$ cat config.mk
export PLATFORM = sky130hd
export DESIGN_NAME = seg7_scan_ctrl
export DESIGN_NICKNAME = d
export VERILOG_FILES = /design/src/rtl/seg7_pkg.sv /design/src/rtl/bcd_to_7seg.sv /design/src/rtl/seg7_scan_ctrl.sv
export SDC_FILE = /design/constraint.sdc
export NUM_CORES = 1
export LEC_CHECK = 0
export CAP_MARGIN = 25
export CORE_AREA = 2 2 93 77
export CTS_BUF_LIST = sky130_fd_sc_hd__clkbuf_4 sky130_fd_sc_hd__clkbuf_8
export DETAILED_ROUTE_END_ITERATION = 6
export DIE_AREA = 0 0 95 79
export GPL_ROUTABILITY_DRIVEN = 0
export HOLD_SLACK_MARGIN = 0.15
export PLACE_DENSITY = 0.75
export RECOVER_POWER = 100
export SYNTH_ARGS = -nofsm -noshare
export SYNTH_HDL_FRONTEND = slang
export SYNTH_SLANG_ARGS = --single-unit
$ cat constraint.sdc
create_clock -name clk -period 4.4 [get_ports clk]
set_input_delay 0.44 -clock clk [delete_from_list [all_inputs] [get_ports clk]]
set_output_delay 0.44 -clock clk [all_outputs]
set_load 0.02 [all_outputs]
$ cat src/rtl/seg7_pkg.sv
// Shared definitions for the 4-digit seven-segment scan controller.
// Holds the active-low glyph constants (bit order DP_A_B_C_D_E_F_G) and
// the per-slot state encoding used by seg7_scan_ctrl.
package seg7_pkg;

    localparam logic [7:0] SEG_OFF  = 8'hFF;
    localparam logic [7:0] SEG_DASH = 8'b11111110;

    // DP bit held high (off); the top level substitutes the real DP.
    localparam logic [7:0] GLYPH_0 = 8'b10000001;
    localparam logic [7:0] GLYPH_1 = 8'b11001111;
    localparam logic [7:0] GLYPH_2 = 8'b10010010;
    localparam logic [7:0] GLYPH_3 = 8'b10000110;
    localparam logic [7:0] GLYPH_4 = 8'b11001100;
    localparam logic [7:0] GLYPH_5 = 8'b10100100;
    localparam logic [7:0] GLYPH_6 = 8'b10100000;
    localparam logic [7:0] GLYPH_7 = 8'b10001111;
    localparam logic [7:0] GLYPH_8 = 8'b10000000;
    localparam logic [7:0] GLYPH_9 = 8'b10000100;

    typedef enum logic {
        BLANK = 1'b0,
        DRIVE = 1'b1
    } state_t;

endpackage

$ cat src/rtl/bcd_to_7seg.sv
// Combinational digit decoder.
//   digit : 4-bit code, 0-9 decoded to the standard glyph, 10-15 to a dash
//   seg   : active-low DP_A_B_C_D_E_F_G pattern, DP always off (1)
module bcd_to_7seg
    import seg7_pkg::*;
(
    input  logic [3:0] digit,
    output logic [7:0] seg
);

    always_comb begin
        seg = SEG_DASH;
        case (digit)
            4'd0:    seg = GLYPH_0;
            4'd1:    seg = GLYPH_1;
            4'd2:    seg = GLYPH_2;
            4'd3:    seg = GLYPH_3;
            4'd4:    seg = GLYPH_4;
            4'd5:    seg = GLYPH_5;
            4'd6:    seg = GLYPH_6;
            4'd7:    seg = GLYPH_7;
            4'd8:    seg = GLYPH_8;
            4'd9:    seg = GLYPH_9;
            default: seg = SEG_DASH;
        endcase
    end

endmodule

$ cat src/rtl/seg7_scan_ctrl.sv
// Time-multiplexed driver for a 4-digit common-anode seven-segment display.
// Each digit gets a slot of REFRESH_DIV cycles; the first BLANK_CYC cycles of
// a slot turn every anode off to avoid ghosting. A new value is accepted by a
// valid/ready handshake into a pending register and only becomes visible at a
// frame boundary (digit 3 -> digit 0), so a frame never mixes two values.
//   clk, rst          : clock, synchronous active-high reset
//   load_valid/ready  : handshake for a new display value
//   load_data         : four 4-bit digits, [3:0] = digit 0 (rightmost)
//   load_dp           : decimal points, bit i = digit i
//   seg               : registered active-low DP_A_B_C_D_E_F_G
//   an                : registered active-low anodes, bit i = digit i
//   frame_tick        : one-cycle pulse in the first cycle after digit 3's slot
// Optional macro SEG7_LEADING_ZERO_BLANK_EN: blank leading zeros on digits 3..1.
module seg7_scan_ctrl
    import seg7_pkg::*;
#(
    parameter int unsigned REFRESH_DIV = 50000,
    parameter int unsigned BLANK_CYC   = 500
) (
    input  logic        clk,
    input  logic        rst,
    input  logic        load_valid,
    input  logic [15:0] load_data,
    input  logic [3:0]  load_dp,
    output logic        load_ready,
    output logic [7:0]  seg,
    output logic [3:0]  an,
    output logic        frame_tick
);

    localparam int unsigned CW = $clog2(REFRESH_DIV);
    localparam logic [CW-1:0] CNT_LAST  = CW'(REFRESH_DIV - 1);
    localparam logic [CW-1:0] BLANK_LIM = CW'(BLANK_CYC);

    logic [CW-1:0] cnt_q, cnt_d;
    logic [1:0]    idx_q, idx_d;
    state_t        state_q, state_d;
    logic [15:0]   disp_q, pend_q;
    logic [3:0]    disp_dp_q, pend_dp_q;
    logic          pend_vld_q;
    logic [7:0]    seg_q, seg_d;
    logic [3:0]    an_q, an_d;
    logic          tick_q;

    logic          slot_end, frame_end, handshake;
    logic [3:0]    cur_digit;
    logic [7:0]    dec_seg;
    logic [3:0]    lz;

    assign slot_end  = (cnt_q == CNT_LAST);
    assign frame_end = slot_end && (idx_q == 2'd3);
    // Ready is simply "nothing pending", so a second offer cannot overwrite.
    assign handshake = load_valid && !pend_vld_q;
    assign cur_digit = disp_q[{idx_q, 2'b00} +: 4];

    bcd_to_7seg u_dec (
        .digit (cur_digit),
        .seg   (dec_seg)
    );

`ifdef SEG7_LEADING_ZERO_BLANK_EN
    // A digit is a leading zero when it and every digit above it are zero.
    always_comb begin
        lz    = 4'b0000;
        lz[3] = (disp_q[15:12] == 4'd0);
        lz[2] = lz[3] && (disp_q[11:8] == 4'd0);
        lz[1] = lz[2] && (disp_q[7:4] == 4'd0);
    end
`else
    assign lz = 4'b0000;
`endif

    // Slot counter, digit index and state; state follows the counter value.
    always_comb begin
        cnt_d   = cnt_q + CW'(1);
        idx_d   = idx_q;
        if (slot_end) begin
            cnt_d = '0;
            idx_d = idx_q + 2'd1;
        end
        state_d = (cnt_d < BLANK_LIM) ? BLANK : DRIVE;
    end

    // Output pattern for the current counter/index, registered below.
    always_comb begin
        seg_d = SEG_OFF;
        an_d  = 4'b1111;
        if (state_q == DRIVE) begin
            an_d = ~(4'b0001 << idx_q);
            // dec_seg[7] is always 1, so the AND just inserts the active-low DP.
            if (lz[idx_q]) begin
                seg_d = {dec_seg[7] & ~disp_dp_q[idx_q], 7'h7F};
            end else begin
                seg_d = {dec_seg[7] & ~disp_dp_q[idx_q], dec_seg[6:0]};
            end
        end
    end

    always_ff @(posedge clk) begin
        if (rst) begin
            cnt_q      <= '0;
            idx_q      <= 2'd0;
            state_q    <= BLANK;
            disp_q     <= 16'h0000;
            disp_dp_q  <= 4'h0;
            pend_q     <= 16'h0000;
            pend_dp_q  <= 4'h0;
            pend_vld_q <= 1'b0;
            seg_q      <= SEG_OFF;
            an_q       <= 4'b1111;
            tick_q     <= 1'b0;
        end else begin
            cnt_q   <= cnt_d;
            idx_q   <= idx_d;
            state_q <= state_d;
            seg_q   <= seg_d;
            an_q    <= an_d;
            tick_q  <= frame_end;
            // Only a value already pending moves at the boundary; one captured
            // on the boundary edge itself waits for the next frame.
            if (frame_end && pend_vld_q) begin
                disp_q    <= pend_q;
                disp_dp_q <= pend_dp_q;
            end
            if (handshake) begin
                pend_q     <= load_data;
                pend_dp_q  <= load_dp;
                pend_vld_q <= 1'b1;
            end else if (frame_end) begin
                pend_vld_q <= 1'b0;
            end
        end
    end

    assign load_ready = ~pend_vld_q;
    assign seg        = seg_q;
    assign an         = an_q;
    assign frame_tick = tick_q;

endmodule

# == Word-level counts from Yosys, hierarchy flattened ==
# Memory sizes are Yosys's and may differ from the RTL's. A register that Yosys moved wholly into a read port is not among the register bits.
# Cells that the tools add are included.
# Widths: inputs -> output; s select.
# op_classes
mux,8
eq_ne,2
bitwise,5
n_addsub,2
n_reduce_logical,7
shifts,2
magnitude_cmp,2
# op_table
op,count
$add 16x1->16 const B,1
$eq 16x16->1 const B,1
$lt 16x9->1 const B,1
$mux 16,1
$shiftx 16x5->4,1
$mux 1,5
$bmux 1 s2,2
$not 4->4,1
$shl 1x2->4 const A,1
$logic_and 1x1->1,3
$lt 2x3->1 const B,1
$not 1->1,3
$reduce_or 3->1,1
$add 2x1->2 const B,1
$eq 2x2->1 const B,1
$reduce_bool 2->1,1
$reduce_or 2->1,1
$and 1x1->1 const A,1
$logic_not 1->1,1
# totals
memories,1
regBits,66
mem_bits_ro,112
output_inout_bits,14
inputBits,23
wordCells,40
# memory_table
name,words,width,rd,rd_ports_with_merged_regs,wr,line_no,rtl
(name not given),16,7,1,1,0,bcd_to_7seg.sv:13,case (digit)

# == Logic depth before layout (Yosys ltp) ==
# logic_depth
ltp_word,4
depth_mapped,7
depth_no_buf,6

# == Modules after synthesis ==
# From an unflattened synthesis, not the netlist that was laid out.
# hier_totals
cells_unflattened,365
area_unflattened_um2,3135.5
# by_module_without_submodules
mod,area_per_inst_um2,cells_each,instances,seq_area_each_um2
seg7_scan_ctrl,2894.0,332,1,1461.4
bcd_to_7seg,241.5,33,1,0.0

# == Worst setup path after synthesis ==
# OpenSTA, ideal clock, no wires.
# synth_path
path_type,reg-to-reg
startpoint,register cnt_q[0]
endpoint,register state_q
setup_ps,135
required_time_ps,4265
stages_incl_launch_ff,7
arrival_ps,1806
n_path_buf,0
synth_period_minus_slack_ps,1940
path_slack_ps,2460
path_cell_list,dfxtp_1 -> ha_1 -> nand3_2 -> nor4_1 -> xor2_1 -> a2111oi_2 -> o221ai_2
# synth_between
elab_chain_cells,4
word_cells_on_any_way,5
classes_between,add/sub: 1; order compare: 1; eq/ne: 1; mux: 2
# synth_lines
item,line_no,rtl
"start, declared",seg7_scan_ctrl.sv:35,"logic [CW-1:0] cnt_q, cnt_d;"
"start signal, assigned",seg7_scan_ctrl.sv:113,cnt_q <= cnt_d;
$add 16x1->16 or $eq 16x16->1 (tied branches),"seg7_scan_ctrl.sv:75, seg7_scan_ctrl.sv:50",
$mux 16 *,seg7_scan_ctrl.sv:77,if (slot_end) begin
$lt 16x9->1 *,seg7_scan_ctrl.sv:81,state_d = (cnt_d < BLANK_LIM) ? BLANK : DRIVE;
$mux 1 *,seg7_scan_ctrl.sv:81,
"end signal, assigned",seg7_scan_ctrl.sv:115,state_q <= state_d;
"end, declared",seg7_scan_ctrl.sv:37,"state_t state_q, state_d;"
# Every way passes the cells marked *; elsewhere a longest branch is shown, timed or not.
# A chain may end at the register's enable or synchronous reset.

# == Worst setup path after layout ==
# layout_path
startpoint,register cnt_q[0]
endpoint,register cnt_q[14]
# layout_between
elab_chain_cells,2
word_cells_on_any_way,3
classes_between,add/sub: 1; eq/ne: 1; mux: 1
# layout_lines
item,line_no
$add 16x1->16 or $eq 16x16->1 (tied branches),"seg7_scan_ctrl.sv:75, seg7_scan_ctrl.sv:50"
$mux 16 *,seg7_scan_ctrl.sv:77
# Marks and branches as above.

==> metrics <==
flop2flop setup slack 1.44 ns; Crit. End Element register; combinational share of power 4.8%; final std cells w/o fill 467; Post-CTS Setup Repair Bufs 0; Seq cells post-synth 73; max incr delay on CP 0.68 ns; Congestion Overflow GR 0; Synth top area share 45.25%; per-cell routed wire length 13.04 um; die height 79 um; main flop type after synthesis dfxtp_1; Num CTS Buffers 9; Avg Cell Area, Syn 9.253 um2; RSZ-0062 raised after global routing false; clock slew at reported path FFs 0.08 ns; later-pin clock latency in the skew report 0.35 ns; gr usage total 17.70%; Max transition margin -47.95%; post-synthesis cell type count 47; worst setup margin 1.442 ns; # IOs 37; layout cells sized above 1 8.684%; failing checks max-capacitance violations, max-slew violations; DRT iter0 DRCs 141; CTS Sinks 73; Rows 27; Final Hold Fails 0; Hold Crit Class reg -> reg; drc violations 0; Synthesis Warnings 0; Final HPWL DP 4077 um; hold buffers post-CTS 0; met3 Track Usage GR 5.218%; fillers between 500 and 600; VDD IR-drop max 0.1466 mV; critical path class reg -> reg; Max FO, Critical Path 13; PortBufs 36; Clk pwr share 41.4%; first-pass GRT wire length 10,360 um; syn nets 383; antenna viol nets, final 0; Post-synth ARST share 0%; Resized cells post-CTS 0; Leak 1.468 nW; sequential power share 53.8%; mapped cell area between 3000 and 4000 um2; Final period util 67.23%; GR peak layer met2; Switching Share 23.76%; number of buffer and inverter stages on the critical path 0; CP delay by family, top simple AND/OR/NAND/NOR gates; sw power 0.3019 mW; core box area 6655 um2; status finished with violations; Area Growth Syn to Fin 15.61%; Initial Util about half; H-tree Lvls 3; pwr dens 340.3 nW/um2; number of diodes 0; First-pass DRT Iterations 5; grt met2 use 28.16%; met1 GRT Util 22.38%; Clock Skews about 0.010 ns; post-synthesis sequential area ratio 45.25%; pin count of the biggest net entering global routing 53; min Tclk post-route 2.958 ns; critical path cell sequence ha_1, nand3_1, nor3_1, and2_0, or2_0, and2b_2; CTS root buf clkbuf_8; most common cell in the netlist dfxtp_1; Slowest cell on crit path or2_0; multi-input logic area 1563 um2; Die Wd 95 um; area leader, netlist dfxtp_1; WP data required 4.64 ns; Worst Max-Slew Pin Slew approximately 2.2 ns; post-place setup slack 2.213 ns; number of synthesized flops with an enable pin 0; Via-to-Cell Ratio 5.088; CTS tree done; total die area 7505 um2; Final Max Tran Viols 53; via count 2,376; CP arrival between 3 and 4 ns; Peak Freq 0.3381 GHz; Nets 409; Critical Path Source Type register; vias in the first global route ~2,200; total wire length between 6000 and 7000 um; maxcap violations 1; P_int 0.9685 mW; register area 1461 um2; Mapped Cells 349; # setup viols final 0; initial antenna violation count 0; Max clock buf depth 2; Synth top cells by count dfxtp_1, nand2_1, nor2_1, a21oi_1, mux2i_1; Placed Cells between 400 and 500; setup TNS 0 ns; Area contributors post-synth dfxtp_1, mux2i_1, nand2_1
-- layer usage --
layer	routed length (um)	vias to the layer above	share of wire (%)
met5	0	-	0
met4	111	0	1.8
met3	312	11	5.1
met2	2795	61	46
met1	2871	1084	47
li1	-	1220	-
-- metrics by stage --
stage | hold WS [ns] | area [um2] | total power, mW | util [%]
global route | 0.4782 | 3734 | 1.317 | 56.10
detailed placement | 0.4460 | 3553 | 0.7611 | 53.39
global placement | 0.4436 | 3553 | 0.7593 | 53.39
CTS | 0.4570 | 3755 | 1.287 | 56.42
floorplan | 0.4357 | 3229 | 0.7343 | -
finish | 0.4596 | 3734 | 1.270 | 56.10
-- registers in the layout, indices dropped and copies added (netlist names) --
name / flops
idx_q: 2
disp_q: 16
an: 4
pend_dp_q: 4
frame_tick: 1
seg: 8
state_q: 1
pend_q: 16
cnt_q: 16
disp_dp_q: 4
pend_vld_q: 1
-- cell usage in the layout (no fill, tap or decap), types with 3 or more instances in the layout --
cell / netlist / routed
nand4_1: 5 / 5
and3_1: 3 / 3
o21ai_0: 6 / 6
mux4_2: 4 / 4
clkinvlp_4: 0 / 4
mux2i_1: 25 / 25
nor2_1: 42 / 42
nor2b_1: 3 / 3
or3_1: 3 / 3
a21oi_1: 26 / 26
nand3_1: 5 / 6
ha_1: 11 / 11
inv_1: 10 / 10
xnor2_1: 9 / 9
clkdlybuf4s50_1: 0 / 21
dlygate4sd3_1: 0 / 14
xor2_1: 6 / 6
nand2_1: 57 / 57
clkbuf_8: 1 / 9
nor3_1: 7 / 8
nor4_1: 3 / 3
dfxtp_1: 73 / 73
-- power by group through the flow --
stage               Sequential [mW]  Combinational, mW  Clock, mW
floorplan                     0.696             0.0387          0
global placement              0.698             0.0608          0
detailed placement            0.699             0.0618          0
CTS                           0.684             0.0620      0.542
global route                  0.686             0.0687      0.563
finish                        0.684             0.0608      0.526
-- layout make-up --
cell class / instances / share of cell area, %
Inverter: 10 / 1.005
Timing Repair Buffer: 37 / 9.685
Sequential cell: 73 / 39.14
Clock buffer: 9 / 3.318
Clock inverter: 7 / 2.078
Multi-Input combinational cell: 244 / 41.86
Tap cell: 87 / 2.916
-- path summary, 6_finish.rpt --
check             start         end  cells after the start
min          pend_q[10]  pend_q[10]                      2
max            cnt_q[0]   cnt_q[14]                      6
min reg2reg  pend_q[10]  pend_q[10]                      2
max reg2reg    cnt_q[0]   cnt_q[14]                      6
-- tightest hold or removal path, stage by stage, from the launching register on --
cell,delay [ns]
dfxtp_1,0.31
nand2_1,0.05
a21oi_1,0.05
-- logic make-up (layout without fill, tap and decap cells) --
logic type               count (synthesis)  in the layout  share of synthesized area (%)
buffers and inverters                   32             63                          5.734
flip-flops                              73             73                          45.25
XOR/XNOR                                15             15                          4.068
AND/OR/NAND/NOR                        147            147                          22.24
multiplexers                            30             30                          10.89
adder cells (fa/ha/maj)                 11             11                          4.262
AO/OA/AOI/OAI                           41             41                          7.555
No activity file was read; power rests on OpenSTA's default activity.
==> variant 1 (same flow settings) <==
Build with the macro `SEG7_LEADING_ZERO_BLANK_EN` defined.
--- a/src/rtl/seg7_scan_ctrl.sv
+++ b/src/rtl/seg7_scan_ctrl.sv
@@ -13,2 +13,4 @@
 // Optional macro SEG7_LEADING_ZERO_BLANK_EN: blank leading zeros on digits 3..1.
+`define SEG7_LEADING_ZERO_BLANK_EN
+
 module seg7_scan_ctrl
Function: no difference found for any inputs over 10 cycles, from zero or initial values and one cycle with rst high; that may be too few to reach the edited logic, so the function may still have changed.
==> variant 1 against the unedited design <==
Synthesized area increased by 0.23%. Synthesized cell count increased by 11%. Wire length grew 5.3%. Total power grew 4.6%. Combinational power rose by 1%. Worst setup slack worse by 0.068 ns. Clock power rose by 11%. Critical path depth shrank 1. Sequential share of layout area shrank 0.63 points. Cell area increased by 1.6%. Sequential cell count unchanged. Critical path type unchanged. Critical endpoint is now state_q$_SDFF_PP0_.
==> variant 1: results (changes against the unedited design) <==
| Metric | Value |
|---|---|
| First-pass GRT wire length | 10920 microns (+5.3%) |
| WHS | 0.4582 ns (-0.001408 ns) |
| Worst-Margin Slew | 1.365 ns (-0.8547 ns) |
| Leakage | 1.277 nW (-13%) |
| Worst Setup Start Kind | flip-flop |
| Syn_nets | 423 (+10%) |
| Clock latency on the worst-skew pair | 0.36 ns |
| DP HPWL | 4474 microns (+9.7%) |
| Share of layout cells above drive strength 1 | 6.699% (-2.0 points) |
| Reg2Reg Depth | 5 (-1) |
| Peak supply drop | 0.1455 mV (-0.69%) |
| Overall Global Routing Usage | 18.78% (+1.1 points) |
| Fillers | 622 (+3.8%) |
| Status | finished clean |
| Seq/Total Area, Yosys | 45.15% (-0.10 points) |
| Vias per inst | 5.150 (+1.2%) |
| Library cells used by synthesis | 43 (-8.5%) |
| Worst EP arrival | 3.22 ns (+0.02 ns) |
| Top Registers | cnt_q (16), disp_q (16), pend_q (16) |
| Initial DRC Count | 143 (+1.4%) |
| Worst Skew | 0.009892 ns (-0.0003414 ns) |
| Largest cells by area after synthesis | dfxtp_1 45%, nand2_1 12%, a21oi_1 6.8%, ha_1 4.3%, nor2_1 3.1% |
| Synth top cells by count | 102 x nand2_1, 73 x dfxtp_1, 44 x a21oi_1, 27 x nor2_1, 16 x clkbuf_1 |
| R2r endpoint | state_q$_SDFF_PP0_ |
| Vias in the first global route | 2368 (+5.6%) |
| Placed instance count | 489 (+8.4%) |
| Met2 WL post-DR | 2782 microns (-0.47%) |
| M1 WL | 3239 microns (+13%) |
| Post-CTS Setup Bufs | 0 (unchanged) |
| DR WL/cell | 12.70 microns (-2.6%) |
| Worst reg2reg setup slack | 1.37 ns (-0.07 ns) |
| IO buf count | 36 (unchanged) |
| Hold WC Path Type | reg -> reg |
| Place WS | 1.859 ns (-0.3546 ns) |
| Min-delay src | disp_q[3]$_SDFFE_PP0P_ |
| Nets | 447 (+9.3%) |
| Placement Cell Area | 0.003597 sq mm (+1.2%) |
| Worst Hold Path EP | disp_q[3]$_SDFFE_PP0P_ |
| Pre-antenna DRT Iters | 4 (-1) |
| Critical-path maximum fanout | 15 (+2) |
| Largest net degree at the start of global routing | 31 (-42%) |
| Via count | 2601 (+9.5%) |
| WL met3 | 312 microns (unchanged) |
| Critical path's largest stage delay | 0.82 ns (+0.14 ns) |
| Syn Inst Count | 389 (+11%) |
[variant 1: per-layer routing]
layer | up-vias | global-route usage, %
met3 | 9 | 7.116
met4 | 0 | 5.217
met5 | - | 0
met1 | 1186 | 24.88
met2 | 52 | 28.72
li1 | 1354 | -
[variant 1: cell type report]
cell class	count	area [sq um]	area share [%]
Multi-Input combinational cell	283	1603	42.24
Sequential cell	73	1461	38.51
Timing Repair Buffer	38	367.9	9.693
Clock buffer	11	145.1	3.825
Tap cell	87	108.9	2.868
Clock inverter	5	78.83	2.077
Inverter	8	30.03	0.7913
[variant 1: power breakdown]
group | switching (mW) | leakage, nW | internal, mW
clock | 0.244 | 0.117 | 0.340
sequential | 0.0103 | 0.592 | 0.674
combinational | 0.0320 | 0.568 | 0.0294
[variant 1: cells by family after synthesis]
logic type	Yosys count	share of synthesized area [%]
multiplexers	9	4.407
adder cells (fa/ha/maj)	11	4.252
flip-flops	73	45.15
AO/OA/AOI/OAI	68	11.83
XOR/XNOR	14	3.788
buffers and inverters	33	4.870
AND/OR/NAND/NOR	181	25.71
[variant 1: tightest hold or removal path: cells and delay by family, from the launching register on]
family,cells,cell delay (ns)
AO/OA/AOI/OAI,1,0.05
flip-flops,1,0.31
AND/OR/NAND/NOR,1,0.05
[variant 1: how the worst max path moves through the flow]
stage | start | endpoint | slack [ns]
after global routing | cnt_q[0]$_SDFF_PP0_ | disp_q[8]$_SDFFE_PP0P_ | 1.08
after CTS | cnt_q[0]$_SDFF_PP0_ | disp_q[2]$_SDFFE_PP0P_ | 1.83
after floorplan | cnt_q[0]$_SDFF_PP0_ | disp_dp_q[1]$_SDFFE_PP0P_ | 2.39
final | cnt_q[0]$_SDFF_PP0_ | state_q$_SDFF_PP0_ | 1.37
after global placement | cnt_q[0]$_SDFF_PP0_ | disp_dp_q[1]$_SDFFE_PP0P_ | 1.95
after detailed placement | cnt_q[0]$_SDFF_PP0_ | disp_dp_q[1]$_SDFFE_PP0P_ | 1.86
==> variant 2 (config.mk and constraints unchanged) <==
Made on the original files. The output `an` loses its register stage (`an_q` becomes a continuous assignment).
--- a/src/rtl/seg7_scan_ctrl.sv
+++ b/src/rtl/seg7_scan_ctrl.sv
@@ -109,3 +109,2 @@
             seg_q      <= SEG_OFF;
-            an_q       <= 4'b1111;
             tick_q     <= 1'b0;
@@ -116,3 +115,2 @@
             seg_q   <= seg_d;
-            an_q    <= an_d;
             tick_q  <= frame_end;
@@ -134,2 +132,4 @@
 
+    assign an_q = an_d;
+
     assign load_ready = ~pend_vld_q;
Check against the original RTL: same outputs for any inputs over 10 cycles, from zero or initial values and one cycle with rst high; that may be too few to reach the edited logic, so the function may still have changed.
==> variant 2 against the unedited design <==
The flow still finishes with violations (max-capacitance violations, max-slew violations). Synthesized area down 4.5%. Critical path depth stayed put. Fmax decreased by 6.0%. Non-clock buffer count increased by 1. Worst hold slack worse by 0.0011 ns. Wire length decreased by 6.0%. Cell area decreased by 1.8%. Worst setup slack got worse by 0.19 ns. Sequential power shrank 5.4%. Total power is 2.0% higher. Sequential cell count fell by 4. Largest power group unchanged.
==> variant 2: results (changes against the unedited design) <==
| Metric | Value |
|---|---|
| Clk pwr share | 45.4% (+4.0 points) |
| Pre-antenna DRT Iters | 4 (-1) |
| Syn_nets | 378 (-1.3%) |
| Failing checks | max-capacitance violations, max-slew violations |
| Max Cap Viol | 2 (+1) |
| Initial DRC Count | 88 (-38%) |
| Crit path capture | disp_q[6]$_SDFFE_PP0P_ |
| Xor and xnor fraction of the mapped netlist area | 3.977% (-0.091 points) |
| Slew Limit Fails | 53 (unchanged) |
| First-pass GRT wire length | 9915 microns (-4.3%) |
| Status | complete, but fails checks |
| Mux cell area share after synthesis | 11.40% (+0.52 points) |
| Clock latency on the worst-skew pair | 0.35 ns (about the same) |
| Overall Global Routing Usage | 17.03% (-0.67 points) |
| Headroom to the max-slew limit | -45.22% (+2.7 points) |
| GR Util met2 | 26.38% (-1.8 points) |
| Net Sw Frac | 23.09% (-0.68 points) |
| Worst reg2reg setup slack | 1.25 ns (-0.19 ns) |
| Share of layout cells above drive strength 1 | 7.713% (-0.97 points) |
| Crit path from | cnt_q[0]$_SDFF_PP0_ |
| Met3 Usage GRT | 5.693% (+0.47 points) |
| Synth Area in Adders | 4.464% (+0.20 points) |
| Nets | 405 (-0.98%) |
| Post-synth ARST share | 0% (unchanged) |
| M1 WL | 2833 microns (-1.3%) |
| Largest cells by area after synthesis | dfxtp_1 45%, mux2i_1 8.1%, nand2_1 6.8%, nor2_1 5.2%, ha_1 4.5% |
| Met2 WL post-DR | 2515 microns (-10%) |
| Worst Hold Path EP | pend_q[4]$_SDFFE_PP0P_ |
| Met1 usage | 22.55% (+0.17 points) |
| Min-delay src | pend_q[4]$_SDFFE_PP0P_ |
| Worst EP arrival | 3.30 ns (+0.10 ns) |
| Worst Skew | 0.008387 ns (-0.001846 ns) |
| Critical-path maximum fanout | 21 (+8) |
| Fin crit share | 71.52% (+4.3 points) |
| Via count | 2369 (-0.29%) |
| WL met3 | 312 microns (unchanged) |
| Library cells used by synthesis | 42 (-11%) |
| DP HPWL | 4077 microns (about the same) |
| Synth Area in Compound Gates | 7.873% (+0.32 points) |
| CTS resizes | 0 (unchanged) |
| Vias in the first global route | 2192 (-2.2%) |
| WL final | 5722 microns (-6.0%) |
| Reg power frac | 49.9% (-3.9 points) |
| Peak supply drop | 0.1537 mV (+4.8%) |
| Seq/Total Area, Yosys | 44.81% (-0.45 points) |
| Worst path slowest cell | nand4_1 |
| Leakage | 1.449 nW (-1.3%) |
| Place WS | 1.931 ns (-0.2824 ns) |
| Highest metal used | met4 |
| Critical path's largest stage delay | 1.09 ns (+0.41 ns) |
| Synth top cells by count | 69 x dfxtp_1, 56 x nand2_1, 43 x nor2_1, 26 x a21oi_1, 25 x mux2i_1 |
-- variant 2: through the flow --
stage | power (mW) | utilization (%) | cell area [sq um] | hold slack (ns) | cells
after floorplan | 0.6948 | - | 3083 | 0.4357 | 344
after global placement | 0.7233 | 51.87 | 3452 | 0.4450 | 447
after detailed placement | 0.7245 | 51.87 | 3452 | 0.4481 | 447
after CTS | 1.307 | 55.33 | 3682 | 0.4591 | 463
after global routing | 1.339 | 55.10 | 3667 | 0.4826 | 463
final | 1.296 | 55.10 | 3667 | 0.4585 | 463
-- variant 2: final cells by class --
class,count,area [sq um]
fillers,586,2988
multi-input cells,242,1534
repair buffers,38,371.6
clock buffers,9,123.9
well taps,87,108.9
clock inverters,7,106.4
inverters,11,41.29
flip-flops and latches,69,1381
-- variant 2: worst register-to-register path: stages (launching register included) --
cell and delay (ns):
dfxtp_1 0.42, ha_1 0.29, nand3_1 0.32, nor3_4 0.24, nand4_1 1.09, mux2i_1 0.51
nor2_1 0.07
